File: src/rtl/fetch_prefetch_queue.sv
`default_nettype none
// ============================================================================
// Module      : fetch_prefetch_queue
// Description : Instruction prefetch FIFO fed from a combinational imem, with
//               branch redirect flush.
// Revision    : 1.0 - initial release
// ============================================================================
module fetch_prefetch_queue #(
  parameter int unsigned       DEPTH    = 4,
  parameter int unsigned       PC_W     = 64,
  parameter int unsigned       INST_W   = 32,
  parameter logic [PC_W-1:0]   RESET_PC = '0
) (
  input  logic                       clk,
  input  logic                       reset,
  output logic [PC_W-1:0]            imem_addr,
  input  logic [INST_W-1:0]          imem_data,
  input  logic                       br_taken,
  input  logic [PC_W-1:0]            br_target,
  output logic                       out_valid,
  input  logic                       out_ready,
  output logic [PC_W-1:0]            out_pc,
  output logic [INST_W-1:0]          out_inst,
  output logic [$clog2(DEPTH+1)-1:0] count
);

  localparam int unsigned       PTR_W    = $clog2(DEPTH);
  localparam int unsigned       CNT_W    = $clog2(DEPTH+1);
  localparam logic [CNT_W-1:0]  FULL_CNT = CNT_W'(DEPTH);

  logic [PC_W-1:0]   pc_mem_q   [DEPTH];
  logic [INST_W-1:0] inst_mem_q [DEPTH];

  logic [PC_W-1:0]  fetch_pc_q, fetch_pc_d;
  logic [PTR_W-1:0] wr_ptr_q, wr_ptr_d;
  logic [PTR_W-1:0] rd_ptr_q, rd_ptr_d;
  logic [CNT_W-1:0] count_q, count_d;
  logic             push, pop;

  always_comb begin
    pop        = (count_q != '0) & out_ready & ~br_taken;
    // A pop frees the head slot in the same cycle, so a full queue can still accept.
    push       = ~br_taken & ((count_q != FULL_CNT) | pop);
    fetch_pc_d = fetch_pc_q;
    wr_ptr_d   = wr_ptr_q;
    rd_ptr_d   = rd_ptr_q;
    count_d    = count_q;
    if (br_taken) begin
      fetch_pc_d = br_target;
      wr_ptr_d   = '0;
      rd_ptr_d   = '0;
      count_d    = '0;
    end else begin
      if (push) begin
        wr_ptr_d   = wr_ptr_q + PTR_W'(1);
        fetch_pc_d = fetch_pc_q + PC_W'(4);
      end
      if (pop) begin
        rd_ptr_d = rd_ptr_q + PTR_W'(1);
      end
      case ({push, pop})
        2'b10:   count_d = count_q + CNT_W'(1);
        2'b01:   count_d = count_q - CNT_W'(1);
        default: count_d = count_q;
      endcase
    end
  end

  always_ff @(posedge clk or posedge reset) begin
    if (reset) begin
      fetch_pc_q <= RESET_PC;
      wr_ptr_q   <= '0;
      rd_ptr_q   <= '0;
      count_q    <= '0;
    end else begin
      fetch_pc_q <= fetch_pc_d;
      wr_ptr_q   <= wr_ptr_d;
      rd_ptr_q   <= rd_ptr_d;
      count_q    <= count_d;
    end
  end

  // Entry storage needs no reset: unoccupied slots are never observed.
  always_ff @(posedge clk) begin
    if (push) begin
      pc_mem_q[wr_ptr_q]   <= fetch_pc_q;
      inst_mem_q[wr_ptr_q] <= imem_data;
    end
  end

  assign imem_addr = fetch_pc_q;
  assign out_valid = (count_q != '0);
  assign out_pc    = pc_mem_q[rd_ptr_q];
  assign out_inst  = inst_mem_q[rd_ptr_q];
  assign count     = count_q;

endmodule
`default_nettype wire

File: config.mk
export PLATFORM = sky130hd
export DESIGN_NAME = fetch_prefetch_queue
export DESIGN_NICKNAME = d
export VERILOG_FILES = /design/src/rtl/fetch_prefetch_queue.sv
export SDC_FILE = /design/constraint.sdc
export NUM_CORES = 1
export LEC_CHECK = 0
export CORE_ASPECT_RATIO = 1.2
export CORE_UTILIZATION = 55
export CTS_BUF_LIST = sky130_fd_sc_hd__clkbuf_4 sky130_fd_sc_hd__clkbuf_8
export CTS_CLUSTER_DIAMETER = 120
export DETAILED_ROUTE_END_ITERATION = 16
export GPL_ROUTABILITY_DRIVEN = 0
export PLACE_DENSITY = 0.81
export SETUP_SLACK_MARGIN = 0.1
export SLEW_MARGIN = 20
export SYNTH_ARGS = -nofsm -noshare
export SYNTH_HDL_FRONTEND = slang
export SYNTH_SLANG_ARGS = --single-unit
File: constraint.sdc
create_clock -name clk -period 4.53 [get_ports clk]
set_input_delay 1.359 -clock clk [delete_from_list [all_inputs] [get_ports clk]]
set_output_delay 1.359 -clock clk [all_outputs]
set_load 0.02 [all_outputs]
==> reports/qor.txt, run 1 <==
FFs w/ async S/R, synth: 15.6%
Synth Flop Type: edfxtp_1
clk sinks: 455
final critical-path share of the clock period: 89.2%
multi-input logic area: 0.00454 mm2
r2r setup slk: 1400 ps
Die W: 167 um
R2R cell count: 5
CP Launch Type: register
setup tns final: 0 ps
Die Y: 200 um
crit path max fanout: 62
number of cell rows: 72
Slew @ Worst Pin: 933 ps
most common cell after layout, fill and taps aside: edfxtp_1
Worst Path Required: 3170 ps
Reg area: 0.0133 mm2
crit path from: rd_ptr_q[0]$_DFFE_PP0P_
DRC: 0
VDD IR max: 0.292 mV
Tot GR Track Use: 24.1%
drt first-iter violations: 893
total number of vias: 10400
CP Capture Type: output port
clk_lat worst skew: 600 ps
Final Max Slew Viols: 0
die area: 0.0335 mm2
reg2reg end: imem_addr[56]$_DFFE_PP0P_
Tot Pwr: 11.7 mW
final count of hold timing violations: 0
FMAX: 248 MHz
Setup Crit Path Kind: reg2out
Hold Path Class: reg2reg
largest net degree at the start of global routing: 64
Post-CTS Hold Buffers: 0
final wirelength: 39600 um
Tmin final: 4040 ps
final setup skew: 30.5 ps
end of the worst hold path: pc_mem_q[1][1]$_DFFE_PP_
DR vias/cell: 5.89
outcome: completed
DP HPWL: 25000 um
RSZ-0062 raised after global routing: no
Fillers: 2039
Distinct cells, synth: 48
Crit-path slowest cell: mux4_2
Post-Place Setup Slack: 509 ps
first-pass GRT wire length: 61500 um
worst-path cell chain: buf_12, mux4_2, clkdlybuf4s50_1
register area share after synthesis: 73.7%
synth warn: 0
GRT overflow: 0
Ant. Diodes: 0
Leakage: 7.57 nW
PnR worst setup slack: 490 ps
Post-synth EDFFs: 384
total CTS buffers: 72
Pwr Density: 513 mW/mm2
Seq cells post-synth: 455
Worst path max stage delay: 580 ps
Hold Crit Start: imem_addr[1]$_DFFE_PP0P_
final setup vio count: 0
Area Growth Syn to Fin: 26.3%
num ports: 264
initial core utilization: 56.0%
max_slew headroom: 37.4%
Max Cap Viol: 0
CORE AREA: 0.0323 mm2
most frequent cells in the layout: edfxtp_1 (384), clkdlybuf4s50_1 (262), mux4_2 (96), clkbuf_8 (81), dfrtp_1 (69)
initial antenna violation count: 2
Worst Path Arrival: 2680 ps
syn_nets: 1098
Post-CTS Setup Bufs: 0
clk root buf: clkbuf_8
net total in the final layout: 1410
CTS tree: yes
layout cells sized above 1: 18.7%
Port Buf Inserts: 263
Synth Area per Inst: 18.2 um2
vias in the first global route: 10800
hold depth: 0
H-tree depth: 3
first-pass iteration count of the detailed router: 5
r2r startpoint: imem_addr[10]$_DFFE_PP0P_
Syn Std Cell Area: 0.0180 mm2
Worst-path clk slew: 60 ps
post-DR wirelength/cell: 22.4 um
clock buffer depth: 3
synthesized netlist cell count: 991
PostCTS Resize Cnt: 0
post-route ant nets: 0
-- critical path: cells and delay by family (launching register included) --
family                 cells  cell delay, ps
buffers and inverters      2             970
flip-flops                 1             440
multiplexers               1             580
-- worst max-delay path by stage --
stage	end	cells after the start
final	out_pc[55]	3
after global routing	out_pc[55]	3
after CTS	out_inst[5]	3
after detailed placement	imem_addr[56]$_DFFE_PP0P_	6
after global placement	imem_addr[56]$_DFFE_PP0P_	6
after floorplan	inst_mem_q[0][0]$_DFFE_PP_	4
-- registers in the layout, indices dropped and copies added (netlist names) --
name	cells
imem_addr	64
wr_ptr_q	2
inst_mem_q	128
pc_mem_q	256
count	3
rd_ptr_q	2
-- area by class of cell --
type / count / area share [%]
clock inverter: 22 / 0.664
multi-input combinational: 479 / 19.9
clock buffer: 109 / 5.81
sequential: 455 / 58.4
timing repair buffer: 283 / 12.7
inverter: 12 / 0.203
tap: 407 / 2.23
-- routing by layer --
layer  wire length [um]  track usage (%)
met1              16000             32.0
met2              20000             39.6
met3               2710             5.17
met4                879             8.85
met5                 26                0
-- cell usage after synthesis (3+ instances only) --
cell,n,area (um2)
edfxtp_1,384,11500
mux4_2,96,2160
dfrtp_1,71,1780
nand2_1,67,251
o21ai_0,50,250
nand4_1,35,219
nand3_1,34,170
nor2_1,31,116
xor2_1,31,272
clkbuf_1,27,101
or3_1,18,113
a31oi_1,16,100
inv_1,11,41.3
and4_1,10,87.6
buf_2,10,50.1
xnor2_1,9,78.8
and3_1,8,50.1
buf_1,8,30.0
nor3_1,8,40.0
ha_1,7,87.6
and2_1,5,31.3
nor4_1,5,31.3
o31ai_1,5,37.5
or4_1,5,37.5
mux2i_1,4,40.0
nor2b_1,4,25.0
a21oi_1,3,15.0
mux2_2,3,33.8
nand2b_1,3,18.8
nand4_2,3,37.5
o211ai_1,3,22.5
-- stage by stage --
stage / std cells / util (%) / hold slack [ps] / instance area, um2
final: 1767 / 70.7 / 551 / 22800
after global routing: 1767 / 70.7 / 595 / 22800
after CTS: 1767 / 70.7 / 553 / 22800
after detailed placement: 1636 / 66.1 / 543 / 21300
after global placement: 1636 / 66.1 / 518 / 21300
after floorplan: 991 / - / 538 / 18100
-- report_power, final --
part | switching, mW | total, mW | internal [mW]
Sequential | 0.254 | 5.24 | 4.99
Combinational | 1.47 | 2.94 | 1.47
Clock | 1.53 | 3.51 | 1.98
Total | 3.25 | 11.7 | 8.44
-- cells by family after synthesis --
family	Yosys count	share of synthesized area, %
DFF	455	73.7
and+or+nand+nor	242	7.20
muxes	103	12.4
AOI/OAI and AO/OA	87	2.98
buffers and inverters	57	1.25
xor gates and xnor gates	40	1.94
adders and majority gates	7	0.485
Note: power is estimated with default switching activity, not from simulation.
==> run 2, diff against run 1 <==
Settings changed: CAP_MARGIN set to 20, CELL_PAD_IN_SITES_DETAIL_PLACEMENT set to 0, CELL_PAD_IN_SITES_GLOBAL_PLACEMENT set to 2, CORE_UTILIZATION 55 to 42, GPL_TIMING_DRIVEN set to 1, PLACE_DENSITY 0.81 to unset, PLACE_DENSITY_LB_ADDON set to 0.1.
==> run 2 against run 1 <==
Against the previous run: routed wire length is 8.0% higher; via count fell by 1.4%; sequential cell count did not move; combinational power about the same; worst setup slack worse by 53 ps; final cell count is 8.8% higher; sequential power hardly changed; largest power group unchanged; first-iteration DRC count down 47%; critical endpoint is now out_pc[41].
==> reports/qor.txt, run 2 (synthesis gave the netlist of run 1 again) <==
post-layout instance area: 0.0230 mm2
number of cell rows: 82
gr busiest metal: met2
num ports: 264
global routing usage on met3: 4.58%
Crit-path slowest cell: mux4_2
total number of vias: 10300
Worst Path Arrival: 2730 ps
clock buffer depth: 3
CP Capture Type: output port
largest net degree at the start of global routing: 82
PostCTS Resize Cnt: 0
total CTS buffers: 74
Port Buf Inserts: 263
crit path max fanout: 61
Finished Layout Cells: 1923
register with the most flip-flops: pc_mem_q
worst-path cell chain: buf_12, mux4_2, clkdlybuf4s50_1
setup tns final: 0 ps
R2R cell count: 5
die area: 0.0438 mm2
final count of hold timing violations: 0
CP Launch Type: register
clk sinks: 455
GR met1 Demand/Resource: 26.4%
DP Cell Count: 1787
Worst path top cell family by delay: buffers and inverters
final critical-path share of the clock period: 90.4%
Worst-path clk slew: 60 ps
DRC: 0
CP Depth: 3
final wirelength: 42700 um
max_slew headroom: 48.2%
final setup skew: 20.3 ps
drt first-iter violations: 475
clk root buf: clkbuf_8
PnR worst setup slack: 437 ps
clk_lat worst skew: 650 ps
Setup Crit Path Kind: reg2out
Post-Place Setup Slack: 513 ps
RSZ-0062 raised after global routing: no
outcome: completed
DR vias/cell: 5.34
net total in the final layout: 1424
DP HPWL: 27700 um
Critical Path End: out_pc[41]
vias in the first global route: 10600
Post-CTS Setup Bufs: 0
Die W: 191 um
most common cell after layout, fill and taps aside: edfxtp_1
Final Max Slew Viols: 0
post-route ant nets: 0
Worst Path Required: 3170 ps
WP buf/inv: 2
most frequent cells in the layout: edfxtp_1 (384), clkdlybuf4s50_1 (262), mux4_2 (96), clkbuf_8 (75), dfrtp_1 (69)
VDD IR max: 0.307 mV
Hold Path Class: reg2reg
Max Cap Viol: 0
r2r startpoint: imem_addr[10]$_DFFE_PP0P_
post-DR wirelength/cell: 22.2 um
crit path from: rd_ptr_q[0]$_DFFE_PP0P_
Tot GR Track Use: 20.1%
layout cells sized above 1: 19.2%
CTS tree: yes
Area Growth Syn to Fin: 27.7%
Placement Cell Area: 0.0216 mm2
GRT overflow: 0
reg2reg end: imem_addr[56]$_DFFE_PP0P_
Worst path max stage delay: 610 ps
Post-CTS Hold Buffers: 0
Slew @ Worst Pin: 775 ps
Tmin final: 4090 ps
first-pass GRT wire length: 65000 um
H-tree depth: 3
max reg flops: 256
first-pass iteration count of the detailed router: 4
final setup vio count: 0
Die Y: 229 um
initial core utilization: 42.9%
CORE AREA: 0.0421 mm2
M2 GR Usage: 32.6%
initial antenna violation count: 4
FMAX: 244 MHz
Pwr Density: 508 mW/mm2
r2r setup slk: 1540 ps
Ant. Diodes: 0
Leakage: 7.61 nW
run 2: cell count changes in the layout (fill, tap and decap cells not counted), sizes merged:
cell	delta
clkbuf	-15
clkinv	+14
buf	+12
clkinvlp	+3
inv	+2
bufinv	+1
run 2: report_power, final:
| part | switching [mW] | internal [mW] |
|---|---|---|
| logic | 1.49 | 1.48 |
| registers | 0.247 | 4.99 |
| clock network | 1.61 | 1.89 |
| total | 3.34 | 8.36 |
run 2: layout make-up:
class	count	area (um2)
flip-flops and latches	455	13300
multi-input cells	479	4540
inverters	12	46.3
clock inverters	42	284
clock buffers	94	1170
fillers	3524	19000
repair buffers	295	3000
well taps	546	683
run 2: worst min path at each step:
stage,startpoint,endpoint,slack (ps),cells after the start
after CTS,imem_addr[0]$_DFFE_PP0P_,pc_mem_q[3][0]$_DFFE_PP_,550,0
after global placement,imem_addr[0]$_DFFE_PP0P_,pc_mem_q[3][0]$_DFFE_PP_,530,0
after global routing,imem_addr[0]$_DFFE_PP0P_,pc_mem_q[3][0]$_DFFE_PP_,570,0
after floorplan,wr_ptr_q[1]$_DFFE_PP0P_,wr_ptr_q[1]$_DFFE_PP0P_,540,2
after detailed placement,imem_addr[0]$_DFFE_PP0P_,pc_mem_q[3][0]$_DFFE_PP_,540,0
final,imem_addr[1]$_DFFE_PP0P_,pc_mem_q[3][1]$_DFFE_PP_,540,0
run 2: metrics by stage:
stage / hold WS [ps] / utilization, % / total power, mW
floorplan: 538 / - / 6.96
global placement: 528 / 51.3 / 8.33
detailed placement: 537 / 51.3 / 8.36
CTS: 550 / 54.8 / 11.9
global route: 570 / 54.8 / 12.2
finish: 542 / 54.8 / 11.7
run 2: metal layers:
layer,vias up,part of all wire (%)
met5,-,0.11
met4,8,1.9
met3,63,5.8
met2,290,50
met1,5224,42
li1,4679,-
==> run 3, diff against run 2 <==
Settings changed: SKIP_LAST_GASP set to 1.
==> results of run 3 <==
Same layout as run 2: the final DEF is identical, and so are final timing and power.
